**config.mk**
```make
export PLATFORM = sky130hd
export DESIGN_NAME = load_store_unit_flat
export DESIGN_NICKNAME = d
export VERILOG_FILES = /design/src/rtl/load_store_unit_if.sv /design/src/rtl/load_store_unit.sv /design/src/flat_wrapper.sv
export SDC_FILE = /design/constraint.sdc
export NUM_CORES = 1
export LEC_CHECK = 0
export BUFFER_PORTS_ARGS = -buffer_cell sky130_fd_sc_hd__buf_2
export CAP_MARGIN = 20
export CORE_MARGIN = 1
export CORE_UTILIZATION = 45
export DETAILED_ROUTE_END_ITERATION = 12
export GPL_ROUTABILITY_DRIVEN = 0
export HOLD_SLACK_MARGIN = 0.08
export PLACE_DENSITY_LB_ADDON = 0.1
export SKIP_CTS_REPAIR_TIMING = 1
export SLEW_MARGIN = 10
export SYNTH_ARGS = -nofsm -noshare
export SYNTH_HDL_FRONTEND = slang
export SYNTH_SLANG_ARGS = --single-unit
export TNS_END_PERCENT = 50
```
**constraint.sdc**
```tcl
create_clock -name clk -period 4.5 [get_ports clk]
set_input_delay 0.45 -clock clk [delete_from_list [all_inputs] [get_ports clk]]
set_output_delay 0.45 -clock clk [all_outputs]
set_load 0.03 [all_outputs]
```
**src/rtl/load_store_unit_if.sv**
```systemverilog
// Core-side request/response and data_mem-side port bundle of the load/store unit.
interface load_store_unit_if #(
  parameter int unsigned AWIDTH = 8,
  parameter int unsigned DWIDTH = 32
);
  logic              req_valid;
  logic              req_ready;
  logic              req_we;
  logic [1:0]        req_size;
  logic              req_unsigned;
  logic [AWIDTH-1:0] req_addr;
  logic [DWIDTH-1:0] req_wdata;
  logic              resp_valid;
  logic              resp_ready;
  logic [DWIDTH-1:0] resp_rdata;
  logic              resp_err;
  logic [AWIDTH-1:0] mem_addr;
  logic [DWIDTH-1:0] mem_wdata;
  logic              mem_wen;
  logic [3:0]        mem_wmask;
  logic [DWIDTH-1:0] mem_rdata;

  modport slave (
    input  req_valid, req_we, req_size, req_unsigned, req_addr, req_wdata, resp_ready, mem_rdata,
    output req_ready, resp_valid, resp_rdata, resp_err, mem_addr, mem_wdata, mem_wen, mem_wmask
  );

  modport master (
    output req_valid, req_we, req_size, req_unsigned, req_addr, req_wdata, resp_ready, mem_rdata,
    input  req_ready, resp_valid, resp_rdata, resp_err, mem_addr, mem_wdata, mem_wen, mem_wmask
  );
endinterface

```
**src/rtl/load_store_unit.sv**
```systemverilog
// Single-outstanding load/store unit: checks alignment and range, performs a one-cycle
// data_mem access, and returns a registered, extended response.
module load_store_unit #(
  parameter int unsigned AWIDTH = 8,
  parameter int unsigned DWIDTH = 32
) (
  input logic              clk,
  input logic              rst_n,
  load_store_unit_if.slave lsu_bus
);

  typedef enum logic [1:0] {
    StIdle   = 2'd0,
    StAccess = 2'd1,
    StResp   = 2'd2
  } state_e;

  state_e            r_state, w_state_d;
  logic              r_we, w_we_d;
  logic [1:0]        r_size, w_size_d;
  logic              r_unsigned, w_unsigned_d;
  logic [AWIDTH-1:0] r_addr, w_addr_d;
  logic [DWIDTH-1:0] r_wdata, w_wdata_d;
  logic [DWIDTH-1:0] r_rdata, w_rdata_d;
  logic              r_err, w_err_d;

  logic [AWIDTH:0]   w_nbytes;
  logic [AWIDTH:0]   w_end;
  logic              w_req_err;
  logic [3:0]        w_req_lanes;
  logic [3:0]        w_lanes;
  logic [DWIDTH-1:0] w_req_wdata;
  logic [DWIDTH-1:0] w_load_data;

  function automatic logic [3:0] lane_mask(input logic [1:0] size);
    case (size)
      2'b00:   return 4'b0001;
      2'b01:   return 4'b0011;
      default: return 4'b1111;
    endcase
  endfunction

  always_comb begin
    case (lsu_bus.req_size)
      2'b00:   w_nbytes = (AWIDTH+1)'(1);
      2'b01:   w_nbytes = (AWIDTH+1)'(2);
      default: w_nbytes = (AWIDTH+1)'(4);
    endcase
  end

  // One extra bit so the end address can be compared against 2**AWIDTH without wrapping.
  assign w_end = {1'b0, lsu_bus.req_addr} + w_nbytes;

  assign w_req_err = (lsu_bus.req_size == 2'b11) ||
                     ((lsu_bus.req_size == 2'b01) && lsu_bus.req_addr[0]) ||
                     ((lsu_bus.req_size == 2'b10) && (lsu_bus.req_addr[1:0] != 2'b00)) ||
                     (w_end > {1'b1, {AWIDTH{1'b0}}});

  assign w_req_lanes = lane_mask(lsu_bus.req_size);
  assign w_lanes     = lane_mask(r_size);
  assign w_req_wdata = lsu_bus.req_wdata & {{8{w_req_lanes[3]}}, {8{w_req_lanes[2]}},
                                            {8{w_req_lanes[1]}}, {8{w_req_lanes[0]}}};

  always_comb begin
    case (r_size)
      2'b00:   w_load_data = {{(DWIDTH-8){~r_unsigned & lsu_bus.mem_rdata[7]}},
                              lsu_bus.mem_rdata[7:0]};
      2'b01:   w_load_data = {{(DWIDTH-16){~r_unsigned & lsu_bus.mem_rdata[15]}},
                              lsu_bus.mem_rdata[15:0]};
      default: w_load_data = lsu_bus.mem_rdata;
    endcase
  end

  always_comb begin
    w_state_d    = r_state;
    w_we_d       = r_we;
    w_size_d     = r_size;
    w_unsigned_d = r_unsigned;
    w_addr_d     = r_addr;
    w_wdata_d    = r_wdata;
    w_rdata_d    = r_rdata;
    w_err_d      = r_err;
    unique case (r_state)
      StIdle: begin
        if (lsu_bus.req_valid) begin
          w_we_d       = lsu_bus.req_we;
          w_size_d     = lsu_bus.req_size;
          w_unsigned_d = lsu_bus.req_unsigned;
          w_addr_d     = lsu_bus.req_addr;
          w_wdata_d    = w_req_wdata;
          if (w_req_err) begin
            w_err_d   = 1'b1;
            w_rdata_d = '0;
            w_state_d = StResp;
          end else begin
            w_state_d = StAccess;
          end
        end
      end
      StAccess: begin
        w_err_d   = 1'b0;
        w_rdata_d = r_we ? '0 : w_load_data;
        w_state_d = StResp;
      end
      StResp: begin
        if (lsu_bus.resp_ready) w_state_d = StIdle;
      end
      default: w_state_d = StIdle;
    endcase
  end

  always_ff @(posedge clk or negedge rst_n) begin
    if (!rst_n) begin
      r_state    <= StIdle;
      r_we       <= 1'b0;
      r_size     <= 2'b00;
      r_unsigned <= 1'b0;
      r_addr     <= '0;
      r_wdata    <= '0;
      r_rdata    <= '0;
      r_err      <= 1'b0;
    end else begin
      r_state    <= w_state_d;
      r_we       <= w_we_d;
      r_size     <= w_size_d;
      r_unsigned <= w_unsigned_d;
      r_addr     <= w_addr_d;
      r_wdata    <= w_wdata_d;
      r_rdata    <= w_rdata_d;
      r_err      <= w_err_d;
    end
  end

  assign lsu_bus.req_ready  = (r_state == StIdle);
  assign lsu_bus.resp_valid = (r_state == StResp);
  assign lsu_bus.resp_rdata = r_rdata;
  assign lsu_bus.resp_err   = r_err;
  assign lsu_bus.mem_addr   = r_addr;
  assign lsu_bus.mem_wdata  = r_wdata;
  assign lsu_bus.mem_wen    = (r_state == StAccess) && r_we;
  assign lsu_bus.mem_wmask  = lsu_bus.mem_wen ? w_lanes : 4'b0000;

endmodule

```
**src/flat_wrapper.sv**
```systemverilog
// flat-port wrapper written by rule: the top's interface ports become plain ports
module load_store_unit_flat 
#(
  parameter int unsigned AWIDTH = 8,
  parameter int unsigned DWIDTH = 32
)
  (clk, rst_n, lsu_bus_req_valid, lsu_bus_req_we, lsu_bus_req_size, lsu_bus_req_unsigned, lsu_bus_req_addr, lsu_bus_req_wdata, lsu_bus_resp_ready, lsu_bus_mem_rdata, lsu_bus_req_ready, lsu_bus_resp_valid, lsu_bus_resp_rdata, lsu_bus_resp_err, lsu_bus_mem_addr, lsu_bus_mem_wdata, lsu_bus_mem_wen, lsu_bus_mem_wmask);
  load_store_unit_if #(.AWIDTH(AWIDTH), .DWIDTH(DWIDTH)) lsu_bus_i ();
  input logic clk;
  input logic rst_n;
  input wire logic [$bits(lsu_bus_i.req_valid)-1:0] lsu_bus_req_valid;
  input wire logic [$bits(lsu_bus_i.req_we)-1:0] lsu_bus_req_we;
  input wire logic [$bits(lsu_bus_i.req_size)-1:0] lsu_bus_req_size;
  input wire logic [$bits(lsu_bus_i.req_unsigned)-1:0] lsu_bus_req_unsigned;
  input wire logic [$bits(lsu_bus_i.req_addr)-1:0] lsu_bus_req_addr;
  input wire logic [$bits(lsu_bus_i.req_wdata)-1:0] lsu_bus_req_wdata;
  input wire logic [$bits(lsu_bus_i.resp_ready)-1:0] lsu_bus_resp_ready;
  input wire logic [$bits(lsu_bus_i.mem_rdata)-1:0] lsu_bus_mem_rdata;
  output wire logic [$bits(lsu_bus_i.req_ready)-1:0] lsu_bus_req_ready;
  output wire logic [$bits(lsu_bus_i.resp_valid)-1:0] lsu_bus_resp_valid;
  output wire logic [$bits(lsu_bus_i.resp_rdata)-1:0] lsu_bus_resp_rdata;
  output wire logic [$bits(lsu_bus_i.resp_err)-1:0] lsu_bus_resp_err;
  output wire logic [$bits(lsu_bus_i.mem_addr)-1:0] lsu_bus_mem_addr;
  output wire logic [$bits(lsu_bus_i.mem_wdata)-1:0] lsu_bus_mem_wdata;
  output wire logic [$bits(lsu_bus_i.mem_wen)-1:0] lsu_bus_mem_wen;
  output wire logic [$bits(lsu_bus_i.mem_wmask)-1:0] lsu_bus_mem_wmask;
  assign lsu_bus_i.req_valid = lsu_bus_req_valid;
  assign lsu_bus_i.req_we = lsu_bus_req_we;
  assign lsu_bus_i.req_size = lsu_bus_req_size;
  assign lsu_bus_i.req_unsigned = lsu_bus_req_unsigned;
  assign lsu_bus_i.req_addr = lsu_bus_req_addr;
  assign lsu_bus_i.req_wdata = lsu_bus_req_wdata;
  assign lsu_bus_i.resp_ready = lsu_bus_resp_ready;
  assign lsu_bus_i.mem_rdata = lsu_bus_mem_rdata;
  assign lsu_bus_req_ready = lsu_bus_i.req_ready;
  assign lsu_bus_resp_valid = lsu_bus_i.resp_valid;
  assign lsu_bus_resp_rdata = lsu_bus_i.resp_rdata;
  assign lsu_bus_resp_err = lsu_bus_i.resp_err;
  assign lsu_bus_mem_addr = lsu_bus_i.mem_addr;
  assign lsu_bus_mem_wdata = lsu_bus_i.mem_wdata;
  assign lsu_bus_mem_wen = lsu_bus_i.mem_wen;
  assign lsu_bus_mem_wmask = lsu_bus_i.mem_wmask;
  load_store_unit #(.AWIDTH(AWIDTH), .DWIDTH(DWIDTH)) u_core (.clk(clk), .rst_n(rst_n), .lsu_bus(lsu_bus_i));
endmodule
```
==> results.py, run 1 <==
metrics = {
    "pwr": {
        "p_leak_nw": 2.35,
        "total_power_mw": 3.57,
        "power_density_mw_per_mm2": 747,
        "vdd_ir_drop_max_mv": 0.400,
    },
    "synth": {
        "syn-cell-area_sq_mm": 0.00372,
        "synth-seq-cells": 79,
        "ys_warn_count": 0,
        "synth_flop_cell": "dfrtp_1",
        "synth_edf_count": 0,
        "ys_types": 41,
        "post_synth_main_area_contributors": "dfrtp_1 53%, o21ai_0 7.3%, nand2_1 6.7%, mux2_2 6.1%, nand3_1 4.3%",
        "synth_seq_area_share_pct": 53.2,
        "yosysTopAreaCellShare_pct": 53.2,
        "syn_inst": 372,
        "avgSynthCellArea_sq_um": 9.99,
        "synthArstFlopShare_pct": 100,
        "synth_fp_nets": 456,
        "yosysTopAreaCell": "dfrtp_1",
    },
    "detailed_routing": {
        "drtAntennaViolNets": 0,
        "num_vias": 3290,
        "wire_per_inst_um": 15.0,
        "drtPass1Iterations": 5,
        "vias_per_cell": 5.27,
        "routed_wl_um": 9340,
        "post-route-drc-count": 0,
        "drtIter0Drc": 138,
    },
    "floorplan": {
        "start_util_pct": 47.4,
        "die_w_um": 92.9,
        "core_area_sq_mm": 0.00785,
        "io_pins": 160,
        "fp.dieArea_sq_mm": 0.00863,
        "die_h_um": 92.9,
        "row_count": 32,
    },
    "cts": {
        "cts_tree": "done",
        "cts_inserted_buffers": 9,
        "insertion_delay_ns": 0.34,
        "root_buffer": "clkbuf_8",
        "htreeDepth": 3,
        "clkTransAtPathRegs_ns": 0.08,
        "cts_sinks": 79,
        "clock_path_buffers": 2,
    },
    "setup_path": {
        "crit_fanout": 35,
        "worstPathRequired_ns": 4.74,
        "ff2ff_setup_slack_ns": 2.44,
        "endpoint_kind": "flop",
        "regToRegEndpoint": "u_core.lsu_bus.resp_rdata[30]",
        "critical_path_arrival_ns": 2.96,
        "start_kind": "input pin",
        "worstSetupPathType": "input pin to flop",
        "r2r_cells": 4,
        "rr_startpoint": "u_core.r_size[1]",
    },
    "final_layout": {
        "final-seq-area_sq_mm": 0.00198,
        "mostFrequentLayoutCells": "158 x buf_2, 79 x dfrtp_1, 66 x nand2_1",
        "final_cell_count_no_fill": 624,
        "antenna_cells": 0,
        "layout-drive-gt1-share_pct": 41.8,
        "multi_input_area_sq_mm": 0.00159,
        "final_cell_area_sq_mm": 0.00477,
        "nFillCells": 745,
        "layout_commonest_cell": "buf_2",
        "area_delta_synth_final_pct": 28.4,
        "post-route-util_pct": 60.8,
        "final_nets": 601,
    },
    "min_path": {
        "worst_hold_path.num_cells": 3,
        "hp-class": "input pin to flop",
        "min_to": "u_core.lsu_bus.resp_rdata[24]",
        "worstHoldStart": "lsu_bus_mem_rdata[24]",
    },
    "sta": {
        "period_minus_slack_ns": 2.72,
        "slew_headroom_pct": 56.7,
        "whs_ns": 0.319,
        "slew_violations": 0,
        "finalSetupViolations": 0,
        "postLayoutSetupSlackWorst_ns": 1.78,
        "min_period_over_period_pct": 60.5,
        "hold_viol_final": 0,
        "worst_slew_pin_slew_ns": 0.647,
        "grt_setup_unrepaired": "no",
        "tns_ns": 0,
        "fin_worst_skew_ns": 0.00859,
        "fmax_ghz": 0.367,
    },
    "placement": {
        "placed_cells": 606,
        "post_dp_cell_area_sq_mm": 0.00454,
        "post-dp-hpwl_um": 6240,
        "numPortBuffers": 159,
        "dp_worst_setup_slack_ns": 1.42,
    },
    "global_route": {
        "grt_overflow": 0,
        "grt_pass1_wl_um": 14800,
        "grt_pass1_vias": 3071,
        "track_usage_pct": 21.8,
        "grt_max_degree": 80,
        "antenna_found_initial": 0,
    },
    "outcome": {
        "status": "finished, final reports clean",
    },
    "flow_run": {
        "maxCapViolations": 0,
    },
}
## where the power goes
part / switching [mW] / total (mW) / internal [mW]
clock network: 0.254 / 0.514 / 0.261
registers: 0.240 / 1.30 / 1.06
logic: 1.20 / 1.76 / 0.562
## cell type report
class                   count  share of cell area (%)
well taps                 102                    2.67
clock buffers              14                    3.83
flip-flops and latches     79                    41.4
clock inverters             2                   0.262
repair buffers            166                    18.3
inverters                   3                   0.236
multi-input cells         258                    33.3
## routing by layer
layer / wire length [um] / GRT usage (%) / part of all wire (%) / vias to the layer above
met4: 82 / 5.38 / 0.88 / 0
met3: 739 / 6.40 / 7.9 / 7
met5: 0 / 0 / 0 / -
met2: 4480 / 34.7 / 48 / 127
li1: - / - / - / 1598
met1: 4040 / 29.3 / 43 / 1558
## worst max path at each step
| stage | startpoint | to | slack (ns) | cells past startpoint |
|---|---|---|---|---|
| 2_1_floorplan | lsu_bus_req_size[1] | u_core.lsu_bus.resp_rdata[18] | 1.67 | 11 |
| 3_3_place_gp | lsu_bus_req_size[1] | u_core.lsu_bus.resp_err | 1.43 | 10 |
| 3_5_place_dp | lsu_bus_req_size[1] | u_core.lsu_bus.resp_err | 1.42 | 10 |
| 4_1_cts | lsu_bus_req_size[1] | u_core.lsu_bus.resp_err | 1.78 | 10 |
| 5_1_grt | lsu_bus_req_size[1] | u_core.lsu_bus.resp_err | 1.59 | 10 |
| 6_report | lsu_bus_req_size[1] | u_core.lsu_bus.resp_err | 1.78 | 10 |
## critical path, cell delays in order
cell     delay (ns)
buf_2          0.23
or2_2          0.43
inv_1          0.09
ha_1           0.18
fa_1           0.43
or3_1          0.31
a21oi_1        0.24
nor4_4         0.05
buf_4          0.28
o221a_2        0.27
## cell families (layout without fill, tap and decap cells)
logic type,after synthesis,after routing,synth area share (%)
AOI/OAI and AO/OA,116,116,19.9
adders and majority gates,4,4,1.55
buffers and inverters,35,185,4.44
DFF,79,79,53.2
muxes,21,21,6.33
and+or+nand+nor,117,117,14.6
## synthesized netlist by cell type, drive strengths merged, types with 2 or more instances
| cell type | count |
|---|---|
| dfrtp | 79 |
| a22oi | 8 |
| nor4 | 2 |
| nor2b | 3 |
| a211oi | 2 |
| ha | 3 |
| o21a | 2 |
| o21ai | 66 |
| nand2 | 66 |
| nor2 | 3 |
| mux2 | 20 |
| inv | 3 |
| nand3 | 32 |
| buf | 11 |
| o211ai | 16 |
| nand2b | 2 |
| clkbuf | 21 |
| a21oi | 17 |
## registers in the layout, summed over array words and instances (netlist names)
register and count:
u_core.lsu_bus.mem_addr 8, u_core.r_unsigned 1, u_core.r_we 1, u_core.r_size 2
u_core.r_state 2, u_core.lsu_bus.resp_err 1, u_core.lsu_bus.resp_rdata 32, u_core.lsu_bus.mem_wdata 32
Power figures use the tool's default switching activity.
==> run 2: changes to the inputs <==
==> constraint.sdc (replaced) <==
create_clock -name clk -period 2.85 [get_ports clk]
set_input_delay 0.285 -clock clk [delete_from_list [all_inputs] [get_ports clk]]
set_output_delay 0.285 -clock clk [all_outputs]
set_load 0.03 [all_outputs]
==> run 2 against run 1 <==
Compared with the run above:
- worst setup slack got worse by 1.3 ns
- critical path depth shrank 1
- sequential power rose by 58%
- register-to-register slack got worse by 1.6 ns
- largest cell class unchanged
- largest power group unchanged
==> results.py, run 2 (same netlist as run 1, synthesis figures left out) <==
metrics = {
    "min_path": {
        "worstHoldStart": "lsu_bus_mem_rdata[24]",
        "hp-class": "input pin to flop",
        "worst_hold_path.num_cells": 3,
        "min_to": "u_core.lsu_bus.resp_rdata[24]",
    },
    "final_layout": {
        "antenna_cells": 0,
        "final_nets": 603,
        "final-seq-area_sq_mm": 0.00198,
        "area_delta_synth_final_pct": 28.9,
        "multi_input_area_sq_mm": 0.00159,
        "layout_commonest_cell": "buf_2",
        "mostFrequentLayoutCells": "158 x buf_2, 79 x dfrtp_1, 66 x nand2_1",
        "layout-drive-gt1-share_pct": 42.2,
        "nFillCells": 718,
    },
    "sta": {
        "period_minus_slack_ns": 2.35,
        "slew_violations": 0,
        "grt_setup_unrepaired": "no",
        "finalSetupViolations": 0,
        "fmax_ghz": 0.426,
        "hold_viol_final": 0,
        "worst_slew_pin_slew_ns": 0.892,
        "slew_headroom_pct": 40.1,
        "tns_ns": 0,
        "min_period_over_period_pct": 82.3,
        "fin_worst_skew_ns": 0.0110,
    },
    "global_route": {
        "antenna_found_initial": 0,
        "grt_overflow": 0,
        "grt_max_degree": 80,
        "track_usage_pct": 21.4,
        "grt_pass1_vias": 2971,
        "grt_pass1_wl_um": 14400,
    },
    "detailed_routing": {
        "post-route-drc-count": 0,
        "num_vias": 3278,
        "drtIter0Drc": 97,
        "drtPass1Iterations": 4,
        "routed_wl_um": 9090,
        "drtAntennaViolNets": 0,
        "vias_per_cell": 5.24,
        "wire_per_inst_um": 14.5,
    },
    "setup_path": {
        "crit_fanout": 20,
        "worstSetupPathType": "input pin to flop",
        "start_kind": "input pin",
        "ff2ff_setup_slack_ns": 0.81,
        "critical_path_arrival_ns": 2.56,
        "endpoint_kind": "flop",
        "worstPathRequired_ns": 3.07,
        "regToRegEndpoint": "u_core.lsu_bus.resp_rdata[17]",
        "rr_startpoint": "u_core.r_size[1]",
        "r2r_cells": 4,
    },
    "cts": {
        "clock_path_buffers": 2,
        "cts_sinks": 79,
        "cts_tree": "done",
        "insertion_delay_ns": 0.35,
        "cts_inserted_buffers": 9,
        "clkTransAtPathRegs_ns": 0.08,
        "htreeDepth": 3,
        "root_buffer": "clkbuf_8",
    },
    "pwr": {
        "total_power_mw": 5.59,
        "vdd_ir_drop_max_mv": 0.523,
        "power_density_mw_per_mm2": 1170,
        "p_leak_nw": 2.35,
    },
    "placement": {
        "post-dp-hpwl_um": 6260,
        "numPortBuffers": 159,
    },
    "outcome": {
        "status": "finished, final reports clean",
    },
    "floorplan": {
        "io_pins": 160,
        "die_w_um": 92.9,
        "core_area_sq_mm": 0.00785,
        "die_h_um": 92.9,
        "row_count": 32,
        "start_util_pct": 47.4,
        "fp.dieArea_sq_mm": 0.00863,
    },
    "flow_run": {
        "maxCapViolations": 0,
    },
}
==> run 2: where the power goes <==
part | switching [mW] | leakage (nW) | internal (mW)
combinational | 1.88 | 1.30 | 0.890
clock | 0.410 | 0.0873 | 0.361
sequential | 0.386 | 0.964 | 1.67
total | 2.67 | 2.35 | 2.92
==> run 2: worst max path at each step <==
stage	start	endpoint	slack, ns
global placement	lsu_bus_req_size[0]	u_core.lsu_bus.resp_rdata[16]	0.22
global route	lsu_bus_req_size[0]	u_core.lsu_bus.resp_rdata[5]	0.38
finish	lsu_bus_req_size[0]	u_core.lsu_bus.resp_rdata[0]	0.50
floorplan	lsu_bus_req_size[1]	u_core.lsu_bus.resp_rdata[18]	0.18
detailed placement	lsu_bus_req_size[0]	u_core.lsu_bus.resp_rdata[0]	0.15
CTS	lsu_bus_req_size[0]	u_core.lsu_bus.resp_rdata[0]	0.53
==> run 2: per-layer routing <==
layer  vias to the layer above  part of all wire (%)  GRT usage (%)
met5                         -                     0              0
met4                         0                   1.8           8.85
met3                        18                   7.1           5.01
met2                       139                    46           33.0
met1                      1514                    45           29.0
li1                       1607                     -              -
==> run 2: critical path: stages <==
cell     delay, ns
buf_2         0.14
or2_2         0.13
inv_1         0.04
ha_1          0.19
fa_1          0.49
nor4_1        0.08
nor4_4        0.81
buf_12        0.25
o21ai_0       0.13
==> run 2: through the flow <==
step / cell area (sq um) / std cells / util, % / hold WS (ns) / worst slack (ns)
2_1_floorplan: 3720 / 372 / - / -0.0106 / 0.182
3_3_place_gp: 4570 / 608 / 58.2 / 0.458 / 0.215
3_5_place_dp: 4570 / 608 / 58.2 / 0.465 / 0.150
4_1_cts: 4750 / 624 / 60.6 / 0.131 / 0.534
5_1_grt: 4790 / 626 / 61.0 / 0.137 / 0.384
6_report: 4790 / 626 / 61.0 / 0.148 / 0.504
==> run 2: final cells by class <==
cell class                      instances  area share [%]
Tap cell                              102            2.66
Sequential cell                        79            41.3
Clock buffer                           11            3.16
Inverter                                3           0.235
Multi-Input combinational cell        258            33.2
Timing Repair Buffer                  168            18.8
Clock inverter                          5           0.679
